**src/rtl/axil_bridge_pkg.sv**
```systemverilog
// Shared types and helpers for the PCIe-to-AXI4-Lite bridge datapaths.
// BAR table field widths, BRESP codes and the BAR address translation.
package axil_bridge_pkg;

  localparam int BAR_BASE_W = 64;
  localparam int BAR_SIZE_W = 8;
  localparam int MAX_BARS   = 6;

  typedef enum logic [1:0] {
    BRESP_OKAY   = 2'b00,
    BRESP_EXOKAY = 2'b01,
    BRESP_SLVERR = 2'b10,
    BRESP_DECERR = 2'b11
  } bresp_e;

  // Base supplies the bits above the aperture, the PCIe address the
  // dword-aligned bits inside it; phy is added last.
  function automatic logic [63:0] bar_xlate(
    input logic [63:0] base,
    input logic [7:0]  size,
    input logic [31:0] addr,
    input logic [63:0] phy
  );
    logic [63:0] mask;
    mask = (64'd1 << size) - 64'd1;
    return phy + ((base & ~mask) |
                  ({32'd0, addr} & mask & ~64'd3));
  endfunction

endpackage

```
**src/rtl/axil_bar_xlate.sv**
```systemverilog
// Combinational BAR table lookup and phy_addr offset.
// Shared between the AXI-Lite read and write paths.
module axil_bar_xlate
  import axil_bridge_pkg::*;
#(
  parameter int NUM_BARS = 6,
  parameter logic [BAR_BASE_W*MAX_BARS-1:0] BAR_AXI =
    {MAX_BARS{64'h0}},
  parameter logic [BAR_SIZE_W*MAX_BARS-1:0] BAR_SIZE =
    {MAX_BARS{8'd12}},
  parameter int AW = 48
) (
  input  logic [2:0]    bar_hit,
  input  logic [31:0]   pcie_address,
  input  logic [63:0]   phy_addr,
  output logic [AW-1:0] axi_addr,
  output logic          mapped
);

  logic [63:0] base;
  logic [7:0]  size;

  always_comb begin
    base = '0;
    size = 8'd2;
    for (int i = 0; i < MAX_BARS; i++) begin
      if (bar_hit == 3'(i)) begin
        base = BAR_AXI[BAR_BASE_W*i +: BAR_BASE_W];
        size = BAR_SIZE[BAR_SIZE_W*i +: BAR_SIZE_W];
      end
    end
  end

  assign mapped   = int'(bar_hit) < NUM_BARS;
  assign axi_addr = AW'(bar_xlate(base, size,
                                  pcie_address,
                                  phy_addr));

endmodule

```
**src/rtl/axil_write_engine.sv**
```systemverilog
// PCIe memory-write to AXI4-Lite write engine with independent AW/W
// issue, multiple writes in flight, BRESP error and B timeout status.
module axil_write_engine
  import axil_bridge_pkg::*;
#(
  parameter int TCQ               = 1,
  parameter int M_AXI_TDATA_WIDTH = 64,
  parameter int M_AXI_ADDR_WIDTH  = 48,
  parameter int NUM_BARS          = 6,
  parameter logic [BAR_BASE_W*MAX_BARS-1:0] BAR_AXI =
    {MAX_BARS{64'h0}},
  parameter logic [BAR_SIZE_W*MAX_BARS-1:0] BAR_SIZE =
    {MAX_BARS{8'd12}},
  parameter int MAX_OUTSTANDING   = 4,
  parameter int TIMEOUT_CYCLES    = 4096
) (
  input  logic                           m_axi_aclk,
  input  logic                           m_axi_aresetn,
  output logic [M_AXI_ADDR_WIDTH-1:0]    m_axi_awaddr,
  output logic [2:0]                     m_axi_awprot,
  output logic                           m_axi_awvalid,
  input  logic                           m_axi_awready,
  output logic [M_AXI_TDATA_WIDTH-1:0]   m_axi_wdata,
  output logic [M_AXI_TDATA_WIDTH/8-1:0] m_axi_wstrb,
  output logic                           m_axi_wvalid,
  input  logic                           m_axi_wready,
  input  logic [1:0]                     m_axi_bresp,
  input  logic                           m_axi_bvalid,
  output logic                           m_axi_bready,
  input  logic                           mem_req_valid,
  output logic                           mem_req_ready,
  input  logic [2:0]                     mem_req_bar_hit,
  input  logic [31:0]                    mem_req_pcie_address,
  input  logic [M_AXI_TDATA_WIDTH/8-1:0] mem_req_byte_enable,
  input  logic                           mem_req_write_readn,
  input  logic [M_AXI_TDATA_WIDTH-1:0]   mem_req_write_data,
  input  logic [63:0]                    phy_addr,
  output logic [3:0]                     outstanding,
  output logic                           err_pulse,
  output logic [15:0]                    err_count,
  output logic                           unmapped_pulse,
  output logic                           timeout,
  input  logic                           status_clear
);

  localparam int AW = M_AXI_ADDR_WIDTH;

  if (TCQ < 0 ||
      (M_AXI_TDATA_WIDTH != 32 && M_AXI_TDATA_WIDTH != 64) ||
      NUM_BARS < 1 || NUM_BARS > MAX_BARS ||
      MAX_OUTSTANDING < 1 || MAX_OUTSTANDING > 15 ||
      TIMEOUT_CYCLES < 0) begin : g_param_err
    $error("axil_write_engine: illegal parameter set");
  end

  logic          aw_pend;
  logic          w_pend;
  logic [AW-1:0] xaddr;
  logic          mapped;
  logic          acc;
  logic          b_hs;
  logic          b_err;
  logic          tmo_hit;
  logic [31:0]   tcnt;

  axil_bar_xlate #(
    .NUM_BARS (NUM_BARS),
    .BAR_AXI  (BAR_AXI),
    .BAR_SIZE (BAR_SIZE),
    .AW       (AW)
  ) u_xlate (
    .bar_hit      (mem_req_bar_hit),
    .pcie_address (mem_req_pcie_address),
    .phy_addr     (phy_addr),
    .axi_addr     (xaddr),
    .mapped       (mapped)
  );

  assign m_axi_awprot  = 3'b000;
  assign m_axi_awvalid = aw_pend;
  assign m_axi_wvalid  = w_pend;
  assign m_axi_bready  = outstanding != 4'd0;

  // Held low in reset so the bridge never sees a spurious ready.
  assign mem_req_ready = m_axi_aresetn & !aw_pend & !w_pend &
                         (outstanding < 4'(MAX_OUTSTANDING)) &
                         !timeout;

  assign acc   = mem_req_valid & mem_req_ready &
                 mem_req_write_readn;
  assign b_hs  = m_axi_bvalid & m_axi_bready;
  assign b_err = b_hs & (m_axi_bresp != BRESP_OKAY);

  assign tmo_hit = (TIMEOUT_CYCLES != 0) &&
                   (outstanding != 4'd0) && !b_hs &&
                   (tcnt == 32'(TIMEOUT_CYCLES - 1));

  always_ff @(posedge m_axi_aclk or negedge m_axi_aresetn) begin
    if (!m_axi_aresetn) begin
      aw_pend      <= 1'b0;
      w_pend       <= 1'b0;
      m_axi_awaddr <= '0;
      m_axi_wdata  <= '0;
      m_axi_wstrb  <= '0;
    end else if (acc && mapped) begin
      aw_pend      <= 1'b1;
      w_pend       <= 1'b1;
      m_axi_awaddr <= xaddr;
      m_axi_wdata  <= mem_req_write_data;
      m_axi_wstrb  <= mem_req_byte_enable;
    end else begin
      if (aw_pend && m_axi_awready) aw_pend <= 1'b0;
      if (w_pend && m_axi_wready)   w_pend  <= 1'b0;
    end
  end

  always_ff @(posedge m_axi_aclk or negedge m_axi_aresetn) begin
    if (!m_axi_aresetn) begin
      outstanding <= 4'd0;
      tcnt        <= 32'd0;
      timeout     <= 1'b0;
    end else begin
      if (tmo_hit)
        outstanding <= 4'd0;
      else if (acc && mapped && !b_hs)
        outstanding <= outstanding + 4'd1;
      else if (b_hs && !(acc && mapped))
        outstanding <= outstanding - 4'd1;

      if (outstanding == 4'd0 || b_hs || tmo_hit)
        tcnt <= 32'd0;
      else if (TIMEOUT_CYCLES != 0)
        tcnt <= tcnt + 32'd1;

      if (status_clear)
        timeout <= 1'b0;
      else if (tmo_hit)
        timeout <= 1'b1;
    end
  end

  always_ff @(posedge m_axi_aclk or negedge m_axi_aresetn) begin
    if (!m_axi_aresetn) begin
      err_pulse      <= 1'b0;
      err_count      <= 16'd0;
      unmapped_pulse <= 1'b0;
    end else begin
      err_pulse      <= b_err;
      unmapped_pulse <= acc & !mapped;
      if (status_clear)
        err_count <= 16'd0;
      else if (b_err && err_count != 16'hFFFF)
        err_count <= err_count + 16'd1;
    end
  end

endmodule

```
**config.mk**
```make
export PLATFORM = sky130hd
export DESIGN_NAME = axil_write_engine
export DESIGN_NICKNAME = d
export VERILOG_FILES = /design/src/rtl/axil_bridge_pkg.sv /design/src/rtl/axil_bar_xlate.sv /design/src/rtl/axil_write_engine.sv
export SDC_FILE = /design/constraint.sdc
export NUM_CORES = 1
export LEC_CHECK = 0
export BUFFER_PORTS_ARGS = -buffer_cell sky130_fd_sc_hd__buf_4
export CAP_MARGIN = 15
export CORE_AREA = 2 2 161 115
export CTS_BUF_LIST = sky130_fd_sc_hd__clkbuf_4 sky130_fd_sc_hd__clkbuf_8 sky130_fd_sc_hd__clkbuf_16
export DETAILED_ROUTE_END_ITERATION = 8
export DIE_AREA = 0 0 163 117
export HOLD_SLACK_MARGIN = 0.03
export PLACE_DENSITY_LB_ADDON = 0.15
export SETUP_SLACK_MARGIN = 0.2
export SYNTH_ARGS = -nofsm -noshare
export SYNTH_HDL_FRONTEND = slang
export SYNTH_SLANG_ARGS = --single-unit
```
**constraint.sdc**
```tcl
create_clock -name m_axi_aclk -period 5.2 [get_ports m_axi_aclk]
set_clock_uncertainty 0.2 [all_clocks]
set_input_delay 0.52 -clock m_axi_aclk [delete_from_list [all_inputs] [get_ports m_axi_aclk]]
set_output_delay 0.52 -clock m_axi_aclk [all_outputs]
set_load 0.01 [all_outputs]
```
==> flow_metrics.env, run 1 <==
export IMPL_stdcell_count=1606
export IMPL_clockBufferDepth=2
export IMPL_post_dp_hpwl_um=18200
export IMPL_cts_sinks=177
export IMPL_io_pins=331
export IMPL_critical_path_startpoint_type="input pin"
export IMPL_switching_share=0.346
export IMPL_grt_usage=0.255
export IMPL_die_h_um=117
export IMPL_ys_seq_elements=177
export IMPL_overflow=0
export IMPL_firstDrtPassIters=5
export IMPL_yosysWarnings=0
export IMPL_power_per_cell_area_nw_per_um2=425
export IMPL_status="complete, no violations"
export IMPL_period_share=0.747
export IMPL_cts_root_buf="clkbuf_16"
export IMPL_core_um2=17700
export IMPL_syn_area_per_cell_um2=8.70
export IMPL_cp_arrival_ns=3.97
export IMPL_cp_top_family="compound AO/OA/AOI/OAI gates"
export IMPL_critPathMaxFanout=12
export IMPL_wl_um=24600
export IMPL_drive_gt1_frac=0.250
export IMPL_area_growth_synth_to_final_pct=32.6
export IMPL_net_switching_power_mw=1.82
export IMPL_clk_pin_slew_ns=0.08
export IMPL_gp_congestion=0.926
export IMPL_antenna_found_initial=0
export IMPL_setup_viol=0
export IMPL_h_tree_depth=4
export IMPL_clkLatencyLatePin_ns=0.43
export IMPL_placed_cells=1572
export IMPL_vias=8394
export IMPL_p_clk_frac=0.245
export IMPL_slew_headroom=0.475
export IMPL_initial_core_util=0.527
export IMPL_grt_pass1_vias=7621
export IMPL_grt_pass1_wl_um=38400
export IMPL_critPathKind="in2reg"
export IMPL_final_max_slew_viol_count=0
export IMPL_cp_slowest_stage_delay_ns=0.50
export IMPL_max_cap_violations=0
export IMPL_die_w_um=163
export IMPL_port_buffer_count=293
export IMPL_power_share_combinational=0.355
export IMPL_tns_ns=0
export IMPL_critPathLaunch="mem_req_bar_hit[1]"
export IMPL_postSynth_asyncResetShare=1.00
export IMPL_timing_hold_ws_ns=0.0714
export IMPL_synthCells=1072
export IMPL_die_area_um2=19100
export IMPL_cp_end_kind="register"
export IMPL_remaining_drc_errors=0
export IMPL_drt_iter0_markers=595
export IMPL_r2r_start="outstanding[2]$_DFFE_PN0P_"
export IMPL_p_int_mw=3.43
export IMPL_fin_crit_ns=3.89
export IMPL_num_fill_cells=1405
export IMPL_cts_tree="yes"
export IMPL_cts_buffers=17
export IMPL_worstPathCellList="buf_4 > nand2_1 > and2_1 > ha_1 > fa_1 > a211o_1 > a211oi_2 > o211ai_1 > a221o_1 > nor3b_1 > a2111o_1 > nand4_1 > xor2_1 > o21ai_0"
export IMPL_rsz0062_at_grt="no"
export IMPL_finalPower_mw=5.25
export IMPL_synth_flop_cell="dfrtp_1"
export IMPL_grt_max_degree=166
export IMPL_drtAntennaViolNets=0
export IMPL_total_leakage_power_nw=6.40
export IMPL_yosysSeqAreaShare=0.475
export IMPL_avgRoutedWirePerCell_um=15.3
export IMPL_critPathRequiredTime_ns=5.28
export IMPL_min_from="mem_req_write_data[32]"
export IMPL_rows=41
export IMPL_viasPerCell=5.23
export IMPL_power_frac_seq=0.400
export IMPL_final_nets=1576
export IMPL_crit_path_top_delay_cell="a2111o_1"
export IMPL_synth_edff_count=0
export IMPL_tightest_slew_ns=0.787
export IMPL_n_antenna_cell=0
export IMPL_yosysUniqueCellTypes=51
export IMPL_netlist_area_um2=9320
export IMPL_fmax_ghz=0.257
export IMPL_irDropWorstVdd_uv=312
export IMPL_hold_violations=0
export IMPL_cts_setup_buffers=0
export IMPL_crit_buf_inv=1
export IMPL_hold_path_class="in2reg"
==> per-stage QoR <==
stage / area, um^2 / worst slack [ns] / utilization
after CTS: 12300 / 1.37 / 0.697
final: 12400 / 1.31 / 0.699
after global routing: 12400 / 1.17 / 0.699
after detailed placement: 11700 / 0.924 / 0.663
after global placement: 11700 / 0.974 / 0.663
after floorplan: 9400 / 1.54 / -
==> flip-flops by register name, indices dropped and copies added, names as in the netlist <==
register	count
tcnt	32
outstanding	4
m_axi_awvalid	1
m_axi_wvalid	1
timeout	1
err_pulse	1
unmapped_pulse	1
m_axi_wdata	64
err_count	16
m_axi_awaddr	48
m_axi_wstrb	8
==> tightest hold or removal path, stage by stage <==
cell	delay, ns
buf_4	0.07
nand2_1	0.04
nand2_1	0.04
==> power groups by stage <==
stage / clock (mW) / combinational (mW) / sequential (mW)
after floorplan: 0 / 0.643 / 2.30
after global placement: 0 / 1.83 / 2.10
after detailed placement: 0 / 1.87 / 2.11
after CTS: 1.32 / 1.87 / 2.10
after global routing: 1.37 / 2.07 / 2.15
final: 1.29 / 1.87 / 2.10
==> path summary, 6_finish.rpt <==
kind	endpoint	slack, ns	cells past startpoint
hold / removal	m_axi_wdata[32]$_DFFE_PN0P_	0.07	3
max in group asynchronous	m_axi_awaddr[30]$_DFFE_PN0P_	2.49	4
setup / recovery	m_axi_awaddr[44]$_DFFE_PN0P_	1.31	14
min in group asynchronous	outstanding[1]$_DFFE_PN0P_	0.46	2
setup reg to reg	outstanding[3]$_DFFE_PN0P_	2.20	12
hold reg to reg	m_axi_wdata[37]$_DFFE_PN0P_	0.28	2
==> final cells by class <==
class	instances	area (um^2)	share of cell area
multi-input cells	852	4730	0.382
well taps	236	295	0.0239
clock buffers	17	425	0.0344
repair buffers	299	2280	0.185
flip-flops and latches	177	4430	0.358
inverters	10	37.5	0.00304
clock inverters	15	164	0.0133
==> synth_stat cells, drive strengths merged, types with 3 or more instances <==
master	number	area [um^2]
inv	10	37.5
nor2	82	308
a21oi	41	205
or2	4	25.0
or3	3	18.8
and4	7	61.3
xnor2	32	280
a41oi	3	26.3
nor2b	6	37.5
and2	22	138
a21o	16	120
a211oi	6	50.1
a31oi	8	50.1
nand2	324	1220
o31ai	3	22.5
o21a	7	52.6
o211ai	6	45.0
dfrtp	177	4430
nand3	26	130
o21bai	4	30.0
nand4	25	156
clkbuf	40	150
buf	13	63.8
o21ai	55	275
nor4	6	37.5
a211o	4	35.0
mux2i	4	40.0
and3	15	93.8
nor3	10	55.1
xor2	53	464
nand2b	4	25.0
ha	36	450
==> per-layer routing <==
| metal | GRT usage | part of all wire | vias up |
|---|---|---|---|
| li1 | - | - | 4148 |
| met1 | 0.365 | 0.47 | 3948 |
| met2 | 0.390 | 0.45 | 268 |
| met3 | 0.0543 | 0.063 | 30 |
| met4 | 0.0873 | 0.018 | 0 |
| met5 | 0 | 0 | - |
==> repair_timing <==
| item | CTS | global route |
|---|---|---|
| endpoints found under the hold margin | 73 | 0 |
| hold buffers | 1 | 0 |
| resized for setup | 0 | 0 |
==> layout by cell type (no fill, tap or decap), types with 3 or more instances in the layout <==
master and n:
a211o_1 4, a211oi_1 5, a21o_1 16, a21oi_1 40, a31oi_1 8, a41oi_1 3
and2_1 22, and3_1 15, and4_1 7, buf_4 295, clkbuf_16 17, conb_1 22
dfrtp_1 177, ha_1 36, inv_1 10, inv_6 3, inv_8 5, mux2i_1 4
nand2_1 324, nand2b_1 4, nand3_1 26, nand4_1 25, nor2_1 82, nor2b_1 6
nor3_1 9, nor4_1 6, o211ai_1 6, o21a_1 7, o21ai_0 55, o21bai_1 4
o31ai_1 3, or2_2 4, or3_1 3, xnor2_1 32, xor2_1 53
==> cell families (layout without fill, tap and decap cells) <==
| family | after synthesis | count (layout) | share of synthesized area |
|---|---|---|---|
| AOI/OAI and AO/OA | 163 | 163 | 0.108 |
| other | 2 | 22 | 0.000806 |
| buffers and inverters | 63 | 341 | 0.0270 |
| and+or+nand+nor | 539 | 539 | 0.251 |
| adders and majority gates | 38 | 38 | 0.0526 |
| muxes | 5 | 5 | 0.00550 |
| xor gates and xnor gates | 85 | 85 | 0.0799 |
| DFF | 177 | 177 | 0.475 |
(Power assumes the default switching activity.)
==> run 2, diff against run 1 <==
- CORE_AREA: 2 2 161 115 -> 2 2 174 125
- DIE_AREA: 0 0 163 117 -> 0 0 176 127
- clock period: 5.2 -> 3.3 ns (I/O delays scaled with it)
==> flow_metrics.env, run 2 (synthesis results as in run 1) <==
export IMPL_status="complete, no violations"
export IMPL_die_area_um2=22400
export IMPL_grt_pass1_vias=8635
export IMPL_critPathKind="in2reg"
export IMPL_irDropWorstVdd_uv=334
export IMPL_period_share=0.897
export IMPL_core_um2=20500
export IMPL_io_pins=331
export IMPL_final_setup_worst_slack_ns=0.338
export IMPL_cts_buffers=17
export IMPL_fin_crit_ns=2.96
export IMPL_cp_common_cell="buf_4"
export IMPL_grt_usage=0.243
export IMPL_placed_cells=1647
export IMPL_die_h_um=127
export IMPL_layout_commonest_cell="buf_4"
export IMPL_area_growth_synth_to_final_pct=46.5
export IMPL_tightest_slew_ns=0.898
export IMPL_power_share_combinational=0.368
export IMPL_crit_path_top_delay_cell="a211o_1"
export IMPL_max_cap_violations=0
export IMPL_utilization=0.665
export IMPL_critPathMaxFanout=7
export IMPL_cts_sinks=177
export IMPL_largest_reg_flops=64
export IMPL_grt_pass1_wl_um=43600
export IMPL_post_place_ws_ns=-0.181
export IMPL_die_w_um=176
export IMPL_regArea_um2=4430
export IMPL_multi_input_area_um2=4770
export IMPL_critical_path_startpoint_type="input pin"
export IMPL_cp_arrival_ns=3.10
export IMPL_grt_max_degree=73
export IMPL_drive_gt1_frac=0.258
export IMPL_p_int_mw=5.50
export IMPL_wl_um=27000
export IMPL_antenna_found_initial=1
export IMPL_clkLatencyLatePin_ns=0.43
export IMPL_stdcell_count=1772
export IMPL_timing_hold_ws_ns=0.0486
export IMPL_power_per_cell_area_nw_per_um2=622
export IMPL_gp_congestion=0.862
export IMPL_reg_largest_list="m_axi_wdata x64, m_axi_awaddr x48, tcnt x32"
export IMPL_clk_pin_slew_ns=0.08
export IMPL_switching_share=0.352
export IMPL_avgRoutedWirePerCell_um=15.2
export IMPL_drt_iter0_markers=458
export IMPL_hold_path_class="in2reg"
export IMPL_drtAntennaViolNets=0
export IMPL_post_dp_hpwl_um=19100
export IMPL_remaining_drc_errors=0
export IMPL_slew_headroom=0.401
export IMPL_setup_viol=0
export IMPL_h_tree_depth=4
export IMPL_p_clk_frac=0.243
export IMPL_cts_tree="yes"
export IMPL_top_register="m_axi_wdata"
export IMPL_worstPathCellList="buf_6 > nand2_8 > buf_4 > and2_1 > ha_1 > a211o_1 > o221a_2 > buf_4 > nand4_1 > o211ai_1 > a31o_2 > a21oi_1 > buf_4 > nor3_1 > xnor2_1 > o21ai_0"
export IMPL_power_frac_seq=0.389
export IMPL_critPathRequiredTime_ns=3.44
export IMPL_viasPerCell=4.94
export IMPL_clockBufferDepth=2
export IMPL_rows=44
export IMPL_final_max_slew_viol_count=0
export IMPL_overflow=0
export IMPL_fmax_ghz=0.338
export IMPL_net_switching_power_mw=2.99
export IMPL_num_fill_cells=1649
export IMPL_initial_core_util=0.454
export IMPL_port_buffer_count=293
export IMPL_final_nets=1701
export IMPL_total_leakage_power_nw=6.95
export IMPL_cp_end_kind="register"
export IMPL_vias=8762
export IMPL_rsz0062_at_grt="yes"
export IMPL_firstDrtPassIters=4
export IMPL_hold_violations=0
export IMPL_mostFrequentLayoutCells="328 x buf_4, 322 x nand2_1, 177 x dfrtp_1"
export IMPL_cts_root_buf="clkbuf_16"
export IMPL_cp_slowest_stage_delay_ns=0.33
## run 2: cell type report
cell class                 instances  area share
clock inverter                    14      0.0136
antenna                            1    0.000183
tap                              276      0.0253
clock buffer                      18      0.0321
multi-input combinational        852       0.349
timing repair buffer             424       0.253
inverter                          10     0.00275
sequential                       177       0.324
## run 2: worst paths after layout
path	endpoint	startpoint	depth (start not counted)	slack [ns]
setup / recovery	m_axi_awaddr[47]$_DFFE_PN0P_	mem_req_bar_hit[2]	16	0.34
hold / removal	m_axi_awaddr[36]$_DFFE_PN0P_	phy_addr[36]	3	0.05
max in group asynchronous	m_axi_awaddr[31]$_DFFE_PN0P_	m_axi_aresetn	4	1.06
setup reg to reg	outstanding[3]$_DFFE_PN0P_	m_axi_wvalid$_DFFE_PN0P_	12	0.46
min in group asynchronous	m_axi_wdata[50]$_DFFE_PN0P_	m_axi_aresetn	3	0.45
hold reg to reg	m_axi_wdata[54]$_DFFE_PN0P_	m_axi_wdata[54]$_DFFE_PN0P_	2	0.27
## run 2: routing by layer
layer	global-route usage	part of all wire	vias to the layer above
met3	0.0554	0.056	39
li1	-	-	4385
met1	0.343	0.47	4092
met5	0	0	-
met4	0.0715	0.023	0
met2	0.379	0.45	246
## run 2: repair_timing
item | in CTS | in global routing
hold buffers | 91 | 0
endpoints found under the hold margin | 158 | 0
buffers inserted | 0 | 1
endpoints found under the setup margin | 0 | 14
gates resized for setup | 0 | 8
## run 2: critical path, delay by kind of cell
| kind | cells | cell delay [ns] |
|---|---|---|
| AOI/OAI and AO/OA | 6 | 1.41 |
| buffers and inverters | 4 | 0.55 |
| and+or+nand+nor | 4 | 0.36 |
| adders and majority gates | 1 | 0.32 |
| xor gates and xnor gates | 1 | 0.12 |
## run 2: through the flow
stage	instance area, um^2	setup TNS, ns	total power [mW]
finish	13700	0	8.49
global route	13700	0	9.07
CTS	13600	0	8.54
detailed placement	12100	-1.46	6.35
global placement	12100	-0.834	6.29
floorplan	9450	0	4.64
## run 2: power by group through the flow
stage                     Sequential (mW)  Combinational [mW]  Clock, mW
after floorplan                      3.62                1.02          0
after global placement               3.31                2.99          0
after detailed placement             3.33                3.02          0
after CTS                            3.30                3.12       2.12
after global routing                 3.41                3.44       2.22
final                                3.31                3.12       2.07
